$ cat src/rtl/id_ex_stage.sv
// ID/EX pipeline register with load-use hazard detection,
// parameterisable bubble insertion, branch flush and stall counter.
//
// Ports:
//   Clk, Reset            rising-edge clock, synchronous active-high reset
//   Valid_in              IF/ID holds a real instruction
//   Rs1_num, Rs2_num      source register numbers (also register file ports)
//   Uses_rs1, Uses_rs2    instruction really reads the source
//   Rd_num                destination register number
//   Read_data_1/2, Imm    operands and decoded immediate
//   RegWrite_in .. ALUOp_in  decoded control
//   Flush                 branch taken in EX, kill the ID instruction
//   *_ex                  ID/EX register contents
//   Stall                 combinational hold request for PC and IF/ID
//   Stall_cycles          saturating count of stalled cycles
module id_ex_stage #(
    parameter int LOAD_BUBBLES = 1
) (
    input  logic       Clk,
    input  logic       Reset,
    input  logic       Valid_in,
    input  logic [2:0] Rs1_num,
    input  logic [2:0] Rs2_num,
    input  logic       Uses_rs1,
    input  logic       Uses_rs2,
    input  logic [2:0] Rd_num,
    input  logic [7:0] Read_data_1,
    input  logic [7:0] Read_data_2,
    input  logic [7:0] Imm,
    input  logic       RegWrite_in,
    input  logic       MemRead_in,
    input  logic       MemWrite_in,
    input  logic       ALUSrc_in,
    input  logic [1:0] ALUOp_in,
    input  logic       Flush,
    output logic       Valid_ex,
    output logic [2:0] Rs1_ex,
    output logic [2:0] Rs2_ex,
    output logic [2:0] Rd_ex,
    output logic [7:0] Op1_ex,
    output logic [7:0] Op2_ex,
    output logic [7:0] Imm_ex,
    output logic       RegWrite_ex,
    output logic       MemRead_ex,
    output logic       MemWrite_ex,
    output logic       ALUSrc_ex,
    output logic [1:0] ALUOp_ex,
    output logic       Stall,
    output logic [15:0] Stall_cycles
);

    localparam logic [1:0] BUB_RELOAD = 2'(LOAD_BUBBLES - 1);

    logic       valid_q, valid_d;
    logic [2:0] rs1_q, rs1_d;
    logic [2:0] rs2_q, rs2_d;
    logic [2:0] rd_q, rd_d;
    logic [7:0] op1_q, op1_d;
    logic [7:0] op2_q, op2_d;
    logic [7:0] imm_q, imm_d;
    logic       rw_q, rw_d;
    logic       mr_q, mr_d;
    logic       mw_q, mw_d;
    logic       as_q, as_d;
    logic [1:0] aop_q, aop_d;
    logic [1:0] bcnt_q, bcnt_d;
    logic [15:0] cnt_q, cnt_d;

    logic hit1;
    logic hit2;
    logic hazard;
    logic stall;

    // R0 is writable, so it takes part in the compare like any register.
    assign hit1   = Uses_rs1 & (Rs1_num == rd_q);
    assign hit2   = Uses_rs2 & (Rs2_num == rd_q);
    assign hazard = valid_q & mr_q & Valid_in & (hit1 | hit2);

    // Outstanding bubbles keep the stall alive even if IF/ID goes empty.
    assign stall  = !Flush & (hazard | (bcnt_q != 2'd0));

    always_comb begin
        valid_d = 1'b0;
        rs1_d   = 3'd0;
        rs2_d   = 3'd0;
        rd_d    = 3'd0;
        op1_d   = 8'd0;
        op2_d   = 8'd0;
        imm_d   = 8'd0;
        rw_d    = 1'b0;
        mr_d    = 1'b0;
        mw_d    = 1'b0;
        as_d    = 1'b0;
        aop_d   = 2'd0;
        bcnt_d  = bcnt_q;

        if (Flush) begin
            bcnt_d = 2'd0;
        end else if (stall) begin
            if (bcnt_q == 2'd0) begin
                bcnt_d = BUB_RELOAD;
            end else begin
                bcnt_d = bcnt_q - 2'd1;
            end
        end else begin
            valid_d = Valid_in;
            rs1_d   = Rs1_num;
            rs2_d   = Rs2_num;
            rd_d    = Rd_num;
            op1_d   = Read_data_1;
            op2_d   = Read_data_2;
            imm_d   = Imm;
            rw_d    = Valid_in & RegWrite_in;
            mr_d    = Valid_in & MemRead_in;
            mw_d    = Valid_in & MemWrite_in;
            as_d    = ALUSrc_in;
            aop_d   = ALUOp_in;
        end
    end

    always_comb begin
        cnt_d = cnt_q;
        if (stall && (cnt_q != 16'hFFFF)) begin
            cnt_d = cnt_q + 16'd1;
        end
    end

    always_ff @(posedge Clk) begin
        if (Reset) begin
            valid_q <= 1'b0;
            rs1_q   <= 3'd0;
            rs2_q   <= 3'd0;
            rd_q    <= 3'd0;
            op1_q   <= 8'd0;
            op2_q   <= 8'd0;
            imm_q   <= 8'd0;
            rw_q    <= 1'b0;
            mr_q    <= 1'b0;
            mw_q    <= 1'b0;
            as_q    <= 1'b0;
            aop_q   <= 2'd0;
            bcnt_q  <= 2'd0;
            cnt_q   <= 16'd0;
        end else begin
            valid_q <= valid_d;
            rs1_q   <= rs1_d;
            rs2_q   <= rs2_d;
            rd_q    <= rd_d;
            op1_q   <= op1_d;
            op2_q   <= op2_d;
            imm_q   <= imm_d;
            rw_q    <= rw_d;
            mr_q    <= mr_d;
            mw_q    <= mw_d;
            as_q    <= as_d;
            aop_q   <= aop_d;
            bcnt_q  <= bcnt_d;
            cnt_q   <= cnt_d;
        end
    end

    assign Valid_ex     = valid_q;
    assign Rs1_ex       = rs1_q;
    assign Rs2_ex       = rs2_q;
    assign Rd_ex        = rd_q;
    assign Op1_ex       = op1_q;
    assign Op2_ex       = op2_q;
    assign Imm_ex       = imm_q;
    assign RegWrite_ex  = rw_q;
    assign MemRead_ex   = mr_q;
    assign MemWrite_ex  = mw_q;
    assign ALUSrc_ex    = as_q;
    assign ALUOp_ex     = aop_q;
    assign Stall        = stall;
    assign Stall_cycles = cnt_q;

endmodule
$ cat config.mk
export PLATFORM = sky130hd
export DESIGN_NAME = id_ex_stage
export DESIGN_NICKNAME = d
export VERILOG_FILES = /design/src/rtl/id_ex_stage.sv
export SDC_FILE = /design/constraint.sdc
export NUM_CORES = 1
export LEC_CHECK = 0
export CAP_MARGIN = 30
export CELL_PAD_IN_SITES_DETAIL_PLACEMENT = 1
export CELL_PAD_IN_SITES_GLOBAL_PLACEMENT = 2
export CORE_MARGIN = 1
export CORE_UTILIZATION = 25
export DETAILED_ROUTE_END_ITERATION = 7
export HOLD_SLACK_MARGIN = 0.03
export PLACE_DENSITY_LB_ADDON = 0.1
export SLEW_MARGIN = 5
export SYNTH_ARGS = -nofsm -noshare
export SYNTH_HDL_FRONTEND = slang
export SYNTH_SLANG_ARGS = --single-unit
$ cat constraint.sdc
create_clock -name Clk -period 3.4 [get_ports Clk]
set_clock_uncertainty 0.05 [all_clocks]
set_input_delay 0.34 -clock Clk [delete_from_list [all_inputs] [get_ports Clk]]
set_output_delay 0.34 -clock Clk [all_outputs]
set_load 0.005 [all_outputs]
==> results.cfg, run 1 <==
[outcome]
status = finished clean

[sta]
relSlewSlack_pct = 60.6
hold_slack_ps = 464
worstMarginPinSlew_ps = 587
slew_violations = 0
rsz0062_at_grt = false
setup_viol_count_final = 0
finalCritPeriodShare_pct = 72.4
fmax_ghz = 0.406
fin_setup_tns_ps = 0
fin_crit_ps = 2460
final_hold_viol_count = 0

[power_and_ir_drop]
p_per_area_nw_per_um2 = 443
peakVddDrop_uv = 221
leakage_nw = 1.29

[finish]
drive_gt1_share_pct = 10.6
design_area_sq_um = 3530
mostFrequentLayoutCells = clkdlybuf4s50_1 (101), dfxtp_1 (58), and2_1 (37)
postLayoutCoreUtil_pct = 42.5
instances_no_fill = 426
area_growth_pct = 63.0
fillers = 943
finalNetCount = 362
mostFrequentLayoutCell = clkdlybuf4s50_1
n_antenna_cell = 0

[clock_tree]
ctsHoldBuffers = 0
htreeDepth = 3
max-clock-path-buffers = 2
post_cts_buffers = 0
clockRootBuffer = clkbuf_8
path_clk_slew_ps = 60
cts_tree = built
cts_resized = 0
clk_latency_ps = 340
cts_sinks = 58
cts_buffers = 9

[place]
port_buffers = 101
post_dp_cell_area_sq_um = 3300
post-place-cells = 410
place.gp.congestion = 0.690
hpwlAfterDp_mm = 4.33

[setup_path]
r2r-start = Stall_cycles[0]
worstPathArrival_ps = 2070
r2r-end = Stall_cycles[13]
crit_fanout = 6
worst_setup_path_start_kind = input pin
path_class = input pin to output pin
endpoint_kind = output pin
reg2reg_slack_ps = 1300
cp.required_ps = 3010
rr_worst_depth = 6

[min_path]
hold_depth = 1
whs_endpoint = bcnt_q[0]
hold_start = bcnt_q[0]
hp-class = register to register

[floorplan]
design.portCount = 102
core_sq_um = 8300
die-area_sq_um = 9030
die_w_microns = 95.0
dieHeight_microns = 95.0
rows = 33
initial_core_util_pct = 26.1

[route]
vias = 1921
finalWirelength_mm = 5.79
drt_first_iter_violations = 46
first_pass_iters = 4
wire_per_inst_microns = 13.6
drc_errors = 0
ant_nets = 0
drt-vias-per-instance = 4.51

[synth]
synth_area_sq_um = 2160
ys_seq_elements = 58
synth-adder-area-share_pct = 0.578
avgSynthCellArea_sq_um = 10.4
synthMuxAreaShare_pct = 3.12
synth_nets = 255
synth_xor_area_share_pct = 2.43
yosysSeqAreaShare_pct = 53.7
netlist_instances = 209
synth_simple_gate_area_share_pct = 28.8
synth_compound_area_share_pct = 8.56
ys_warn_count = 0
synth_top_family_by_area = simple AND/OR/NAND/NOR gates
yosysUniqueCellTypes = 33

[global_routing]
grt.total_usage_pct = 14.1
grt_pass1_vias = 1939
antenna_found_initial = 0
gr-total-overflow = 0
grt_first_pass_wirelength_mm = 9.57
grt_max_degree = 24

[job]
cap_viol_max_count = 0
cells by family after synthesis:
logic type / after synthesis
flip-flops: 58
buffers and inverters: 12
multiplexers: 6
AO/OA/AOI/OAI: 28
adder cells (fa/ha/maj): 1
XOR/XNOR: 6
AND/OR/NAND/NOR: 98
per-layer routing:
| metal | up-vias | wire length [microns] | global-route usage, % |
|---|---|---|---|
| met3 | 10 | 617 | 8.93 |
| met2 | 63 | 2780 | 22.8 |
| met4 | 0 | 80 | 4.55 |
| met5 | - | 0 | 0 |
| li1 | 950 | - | - |
| met1 | 898 | 2320 | 15.0 |
final cells by class:
class | count | area, sq um | share of cell area (%)
flip-flops and latches | 58 | 1160 | 32.9
repair buffers | 106 | 1050 | 29.7
multi-input cells | 139 | 948 | 26.9
clock buffers | 12 | 155 | 4.40
well taps | 105 | 131 | 3.73
clock inverters | 4 | 73.8 | 2.09
inverters | 2 | 7.51 | 0.213
worst max-delay path by stage:
stage,from,to,slack (ps),cells after the start
after floorplan,Stall_cycles[0],Stall_cycles[10],1490,7
after detailed placement,Rs1_num[0],Stall,960,6
after global routing,Rs1_num[2],Stall,910,6
after CTS,Rs1_num[0],Stall,940,6
after global placement,Rs1_num[0],Stall,950,6
final,Rs1_num[0],Stall,940,6
flip-flops by register name, indices dropped and copies added (netlist names):
name          cells
Op1_ex            8
Op2_ex            8
MemWrite_ex       1
ALUOp_ex          2
Imm_ex            8
Stall_cycles     16
bcnt_q            2
Rs1_ex            3
MemRead_ex        1
RegWrite_ex       1
Valid_ex          1
Rd_ex             3
ALUSrc_ex         1
Rs2_ex            3
worst max-delay path: stages:
cell and delay (ps):
clkdlybuf4s50_1 490, xnor2_1 130, and4_4 280, o21ai_2 110, a21oi_1 190, clkdlybuf4s50_1 530
cells in the mapped netlist:
master | instances | area, sq um
nor2_1 | 10 | 37.5
and4_1 | 4 | 35.0
dfxtp_1 | 58 | 1160
buf_4 | 2 | 15.0
nand2_1 | 8 | 30.0
and3_1 | 7 | 43.8
a211oi_1 | 4 | 30.0
and4_4 | 3 | 33.8
ha_1 | 1 | 12.5
or3_1 | 1 | 6.26
nor2b_1 | 6 | 37.5
buf_6 | 1 | 11.3
o311ai_1 | 1 | 8.76
nand3_1 | 6 | 30.0
o21ai_2 | 1 | 8.76
o31ai_1 | 8 | 60.1
nor4_4 | 1 | 21.3
buf_2 | 1 | 5.00
o21ai_0 | 1 | 5.00
inv_1 | 2 | 7.51
xnor2_1 | 6 | 52.6
o21a_1 | 1 | 7.51
nor4b_2 | 1 | 15.0
mux2_2 | 6 | 67.6
o21ba_2 | 1 | 10.0
nand4b_1 | 1 | 8.76
clkbuf_1 | 6 | 22.5
or4_1 | 8 | 60.1
nor4_1 | 1 | 6.26
and2_1 | 37 | 231
a21oi_1 | 11 | 55.1
nor3b_1 | 1 | 7.51
nand4_1 | 3 | 18.8
report_power, final:
group          leakage (nW)  internal (mW)  switching (mW)
Sequential            0.473          0.698         0.00592
Clock                 0.117          0.453           0.272
Combinational         0.699         0.0926          0.0418
through the flow:
stage               setup slack [ps]  power [mW]
global placement                 946       0.854
finish                           939        1.56
CTS                              945        1.60
floorplan                       1490       0.758
detailed placement               960       0.856
global route                     905        1.64
(Power assumes the default switching activity.)
==> run 2, diff against run 1 <==
- CORE_UTILIZATION: 25 -> 21
- clock period: 3.4 -> 2 ns (I/O delays scaled with it)
==> results.cfg, run 2 (synthesized netlist as in run 1, its figures left out) <==
[power_and_ir_drop]
seqPwrFrac_pct = 48.0
total_power_mw = 2.49
p_int_mw = 1.92
p_per_area_nw_per_um2 = 670
leakage_nw = 1.37
peakVddDrop_uv = 269
sw_frac_of_total_pct = 22.8
clock_power_share_pct = 42.0
p_sw_mw = 0.567
pwr-share-comb_pct = 9.9

[setup_path]
path_buf_inv = 1
r2r-end = Stall_cycles[10]
endpoint_kind = register
critPathTopFamily = simple AND/OR/NAND/NOR gates
slowest_delay_ps = 360
worstPathArrival_ps = 2100
cp.required_ps = 2170
reg2reg_slack_ps = 70
worstPathCellList = ha_1 > and4_4 > nand4_1 > o311ai_4 > buf_4 > nor4b_2 > mux2_2
rr_worst_depth = 7
path_class = register to register
crit_fanout = 5
path_depth = 7
r2r-start = Stall_cycles[0]
crit_slowest_cell = mux2_2
worst_setup_path_start_kind = register

[global_routing]
met2_usage_pct = 20.3
use_met3_pct = 6.52
use_met1_pct = 15.0
grt.total_usage_pct = 12.9
antenna_found_initial = 0
grt_first_pass_wirelength_mm = 10.3
gr-total-overflow = 0
grt_max_degree = 27
grt_pass1_vias = 2022
gr-max-usage-layer = met2

[floorplan]
dieHeight_microns = 103
design.portCount = 102
initial_core_util_pct = 21.9
die_w_microns = 103
die-area_sq_um = 10700
rows = 36
core_sq_um = 9860

[clock_tree]
max-clock-path-buffers = 2
clk_latency_ps = 330
htreeDepth = 3
path_clk_slew_ps = 70
cts_buffers = 9
cts_sinks = 58
ctsHoldBuffers = 0
cts_tree = built
clockRootBuffer = clkbuf_8

[sta]
fmax_ghz = 0.517
fin_crit_ps = 1930
hold_slack_ps = 374
relSlewSlack_pct = 65.6
rsz0062_at_grt = true
finalCritPeriodShare_pct = 96.7
setup_viol_count_final = 0
slew_violations = 0
worstMarginPinSlew_ps = 514
final_hold_viol_count = 0

[finish]
multi_input_area_sq_um = 1020
seqCellArea_sq_um = 1170
drive_gt1_share_pct = 18.3
largest_reg_flops = 16
mostFrequentLayoutCell = clkdlybuf4s50_1
finalNetCount = 375
n_antenna_cell = 0
mostFrequentLayoutCells = clkdlybuf4s50_1 (100), dfxtp_1 (55), and2_1 (37)
area_growth_pct = 71.9
fillers = 1121

[min_path]
hold_depth = 2
hp-class = input pin to register
whs_endpoint = Op2_ex[6]
hold_start = Read_data_2[6]

[outcome]
status = finished clean

[route]
first_pass_iters = 4
drc_errors = 0
wire_per_inst_microns = 13.7
drt_first_iter_violations = 36
vias = 1957
finalWirelength_mm = 6.40
ant_nets = 0
drt-vias-per-instance = 4.19

[place]
hpwlAfterDp_mm = 4.66
place.gp.congestion = 0.709
port_buffers = 101

[job]
cap_viol_max_count = 0
run 2: worst register-to-register path, stage by stage, from the launching register on:
cell	delay (ps)
dfxtp_1	320
ha_1	210
and4_4	200
nand4_1	130
o311ai_4	130
buf_4	180
nor4b_2	260
mux2_2	360
run 2: power by group through the flow:
| stage | clock [mW] | combinational (mW) | sequential [mW] |
|---|---|---|---|
| after floorplan | 0 | 0.0620 | 1.23 |
| after global placement | 0 | 0.244 | 1.22 |
| after detailed placement | 0 | 0.245 | 1.22 |
| after CTS | 1.10 | 0.252 | 1.20 |
| after global routing | 1.15 | 0.271 | 1.20 |
| final | 1.05 | 0.248 | 1.20 |
run 2: metrics by stage:
stage	setup slack [ps]	cell area, sq um	setup TNS, ps	util (%)	std cells
after floorplan	90.4	2160	0	-	209
after detailed placement	-192	3430	-1270	34.8	448
after global placement	-174	3430	-990	34.8	448
after CTS	15.8	3660	0	37.1	466
final	65.2	3720	0	37.7	467
after global routing	-27.4	3720	-112	37.7	467
run 2: how the worst max path moves through the flow:
stage	startpoint	slack, ps	endpoint
after global placement	Rs1_num[2]	-170	Stall
after CTS	Stall_cycles[0]	20	Stall_cycles[15]
after floorplan	Stall_cycles[0]	90	Stall_cycles[10]
after detailed placement	Rs2_num[1]	-190	Stall
after global routing	Stall_cycles[0]	-30	Stall_cycles[5]
final	Stall_cycles[0]	70	Stall_cycles[10]
run 2: repair_timing:
item / CTS / global route
resized for setup: 9 / 9
gates cloned: 0 / 1
pin swaps: 2 / 4
buffers inserted: 2 / 0
setup endpoints to repair: 2 / 11
run 2: area by class of cell:
type,instances,share of cell area (%)
clock buffers,10,3.43
multi-input cells,139,27.4
flip-flops and latches,58,31.4
well taps,133,4.48
repair buffers,119,31.6
clock inverters,6,1.55
inverters,2,0.202
run 2: per-layer routing:
layer | part of all wire [%] | up-vias | wire length, microns
li1 | - | 972 | -
met1 | 44 | 922 | 2830
met2 | 47 | 61 | 2980
met3 | 8.7 | 2 | 556
met4 | 0.48 | 0 | 31
met5 | 0 | - | 0
==> run 3, diff against run 2 <==
- CTS_CLUSTER_DIAMETER: not set -> 30
- PLACE_DENSITY_LB_ADDON: 0.1 -> 0.2
==> results.cfg, run 3 (synthesized netlist as in run 1, its figures left out) <==
[outcome]
status = finished clean

[setup_path]
endpoint_kind = register
worstPathArrival_ps = 2120
crit_fanout = 8
cp.required_ps = 2220
path_class = register to register
worst_setup_path_start_kind = register

[floorplan]
core_sq_um = 9860
initial_core_util_pct = 21.9
dieHeight_microns = 103
design.portCount = 102
rows = 36
die_w_microns = 103
die-area_sq_um = 10700

[clock_tree]
cts_sinks = 58
htreeDepth = 3
cts_tree = built
cts_buffers = 9
clk_latency_ps = 330
path_clk_slew_ps = 80
clockRootBuffer = clkbuf_8
max-clock-path-buffers = 2
ctsHoldBuffers = 0

[finish]
mostFrequentLayoutCells = clkdlybuf4s50_1 (100), dfxtp_1 (55), and2_1 (37)
n_antenna_cell = 0
postLayoutCoreUtil_pct = 38.4
largest_reg_flops = 16
instances_no_fill = 473
multi_input_area_sq_um = 1010
finalNetCount = 381
mostFrequentLayoutCell = clkdlybuf4s50_1
drive_gt1_share_pct = 20.0
fillers = 1109
area_growth_pct = 75.2
seqCellArea_sq_um = 1160

[sta]
fmax_ghz = 0.526
worstMarginPinSlew_ps = 512
finalCritPeriodShare_pct = 95.0
fin_crit_ps = 1900
fin_ws_ps = 99.7
slew_violations = 0
rsz0062_at_grt = false
relSlewSlack_pct = 65.7
setup_viol_count_final = 0
final_hold_viol_count = 0

[route]
ant_nets = 0
vias = 2010
first_pass_iters = 3
drt_first_iter_violations = 19
finalWirelength_mm = 6.49
drt-vias-per-instance = 4.25
wire_per_inst_microns = 13.7
drc_errors = 0

[global_routing]
grt_max_degree = 41
grt.total_usage_pct = 12.6
gr-total-overflow = 0
grt_first_pass_wirelength_mm = 10.1
grt_pass1_vias = 2026
antenna_found_initial = 0

[min_path]
hp-class = input pin to register

[place]
port_buffers = 101
pre_cts_ws_ps = -190
post-place-cells = 452
place.gp.congestion = 0.692
hpwlAfterDp_mm = 4.70

[power_and_ir_drop]
peakVddDrop_uv = 328
p_per_area_nw_per_um2 = 706
leakage_nw = 1.39
total_power_mw = 2.68

[job]
cap_viol_max_count = 0
-- run 3: changes by cell type in the layout (fill, tap and decap cells not counted), sizes merged --
cell,change
buf,+7
clkinv,-3
bufinv,+1
clkdlybuf4s15,-1
clkinvlp,+1
inv,+1
-- run 3: worst paths after layout --
path / start / cells past startpoint / to / slack (ps)
hold / removal: Read_data_1[2] / 2 / Op1_ex[2] / 360
hold reg to reg: Stall_cycles[9] / 2 / Stall_cycles[9] / 470
setup reg to reg: Stall_cycles[0] / 8 / Stall_cycles[2] / 100
setup / recovery: Stall_cycles[0] / 8 / Stall_cycles[2] / 100
-- run 3: timing repair --
action	in CTS	in global routing
cloned	0	1
setup buffers	2	2
pin swaps	2	2
endpoints found under the setup margin	2	11
resized for setup	6	12
-- run 3: per-layer routing --
layer	up-vias	share of wire (%)	global-route usage, %
met5	-	0	0
met4	0	0.97	4.88
met3	6	9.7	6.72
met2	67	45	18.1
met1	953	44	15.8
li1	984	-	-
-- run 3: report_power, final --
group	internal, mW	total [mW]	leakage [nW]	switching, mW
logic	0.168	0.244	0.809	0.0767
registers	1.19	1.20	0.474	0.0105
clock network	0.737	1.24	0.109	0.499
total	2.09	2.68	1.39	0.586
-- run 3: layout make-up --
cell class | count | area share (%)
Timing Repair Buffer | 125 | 32.1
Multi-Input combinational cell | 139 | 26.6
Clock buffer | 10 | 3.63
Tap cell | 133 | 4.39
Sequential cell | 58 | 30.7
Clock inverter | 6 | 2.34
Inverter | 2 | 0.198
-- run 3: worst max-delay path: stages, from the launching register on --
cell and delay [ps]:
dfxtp_1 320, ha_2 180, and4_4 190, nand4_1 130, o311ai_4 130, buf_6 160, buf_4 130, or4_1 390
a21oi_1 150
-- run 3: through the flow --
stage	TNS (ps)	area [sq um]	hold WS, ps
floorplan	0	2160	272
global placement	-943	3460	452
detailed placement	-1250	3460	455
CTS	0	3710	350
global route	0	3790	351
finish	0	3790	364
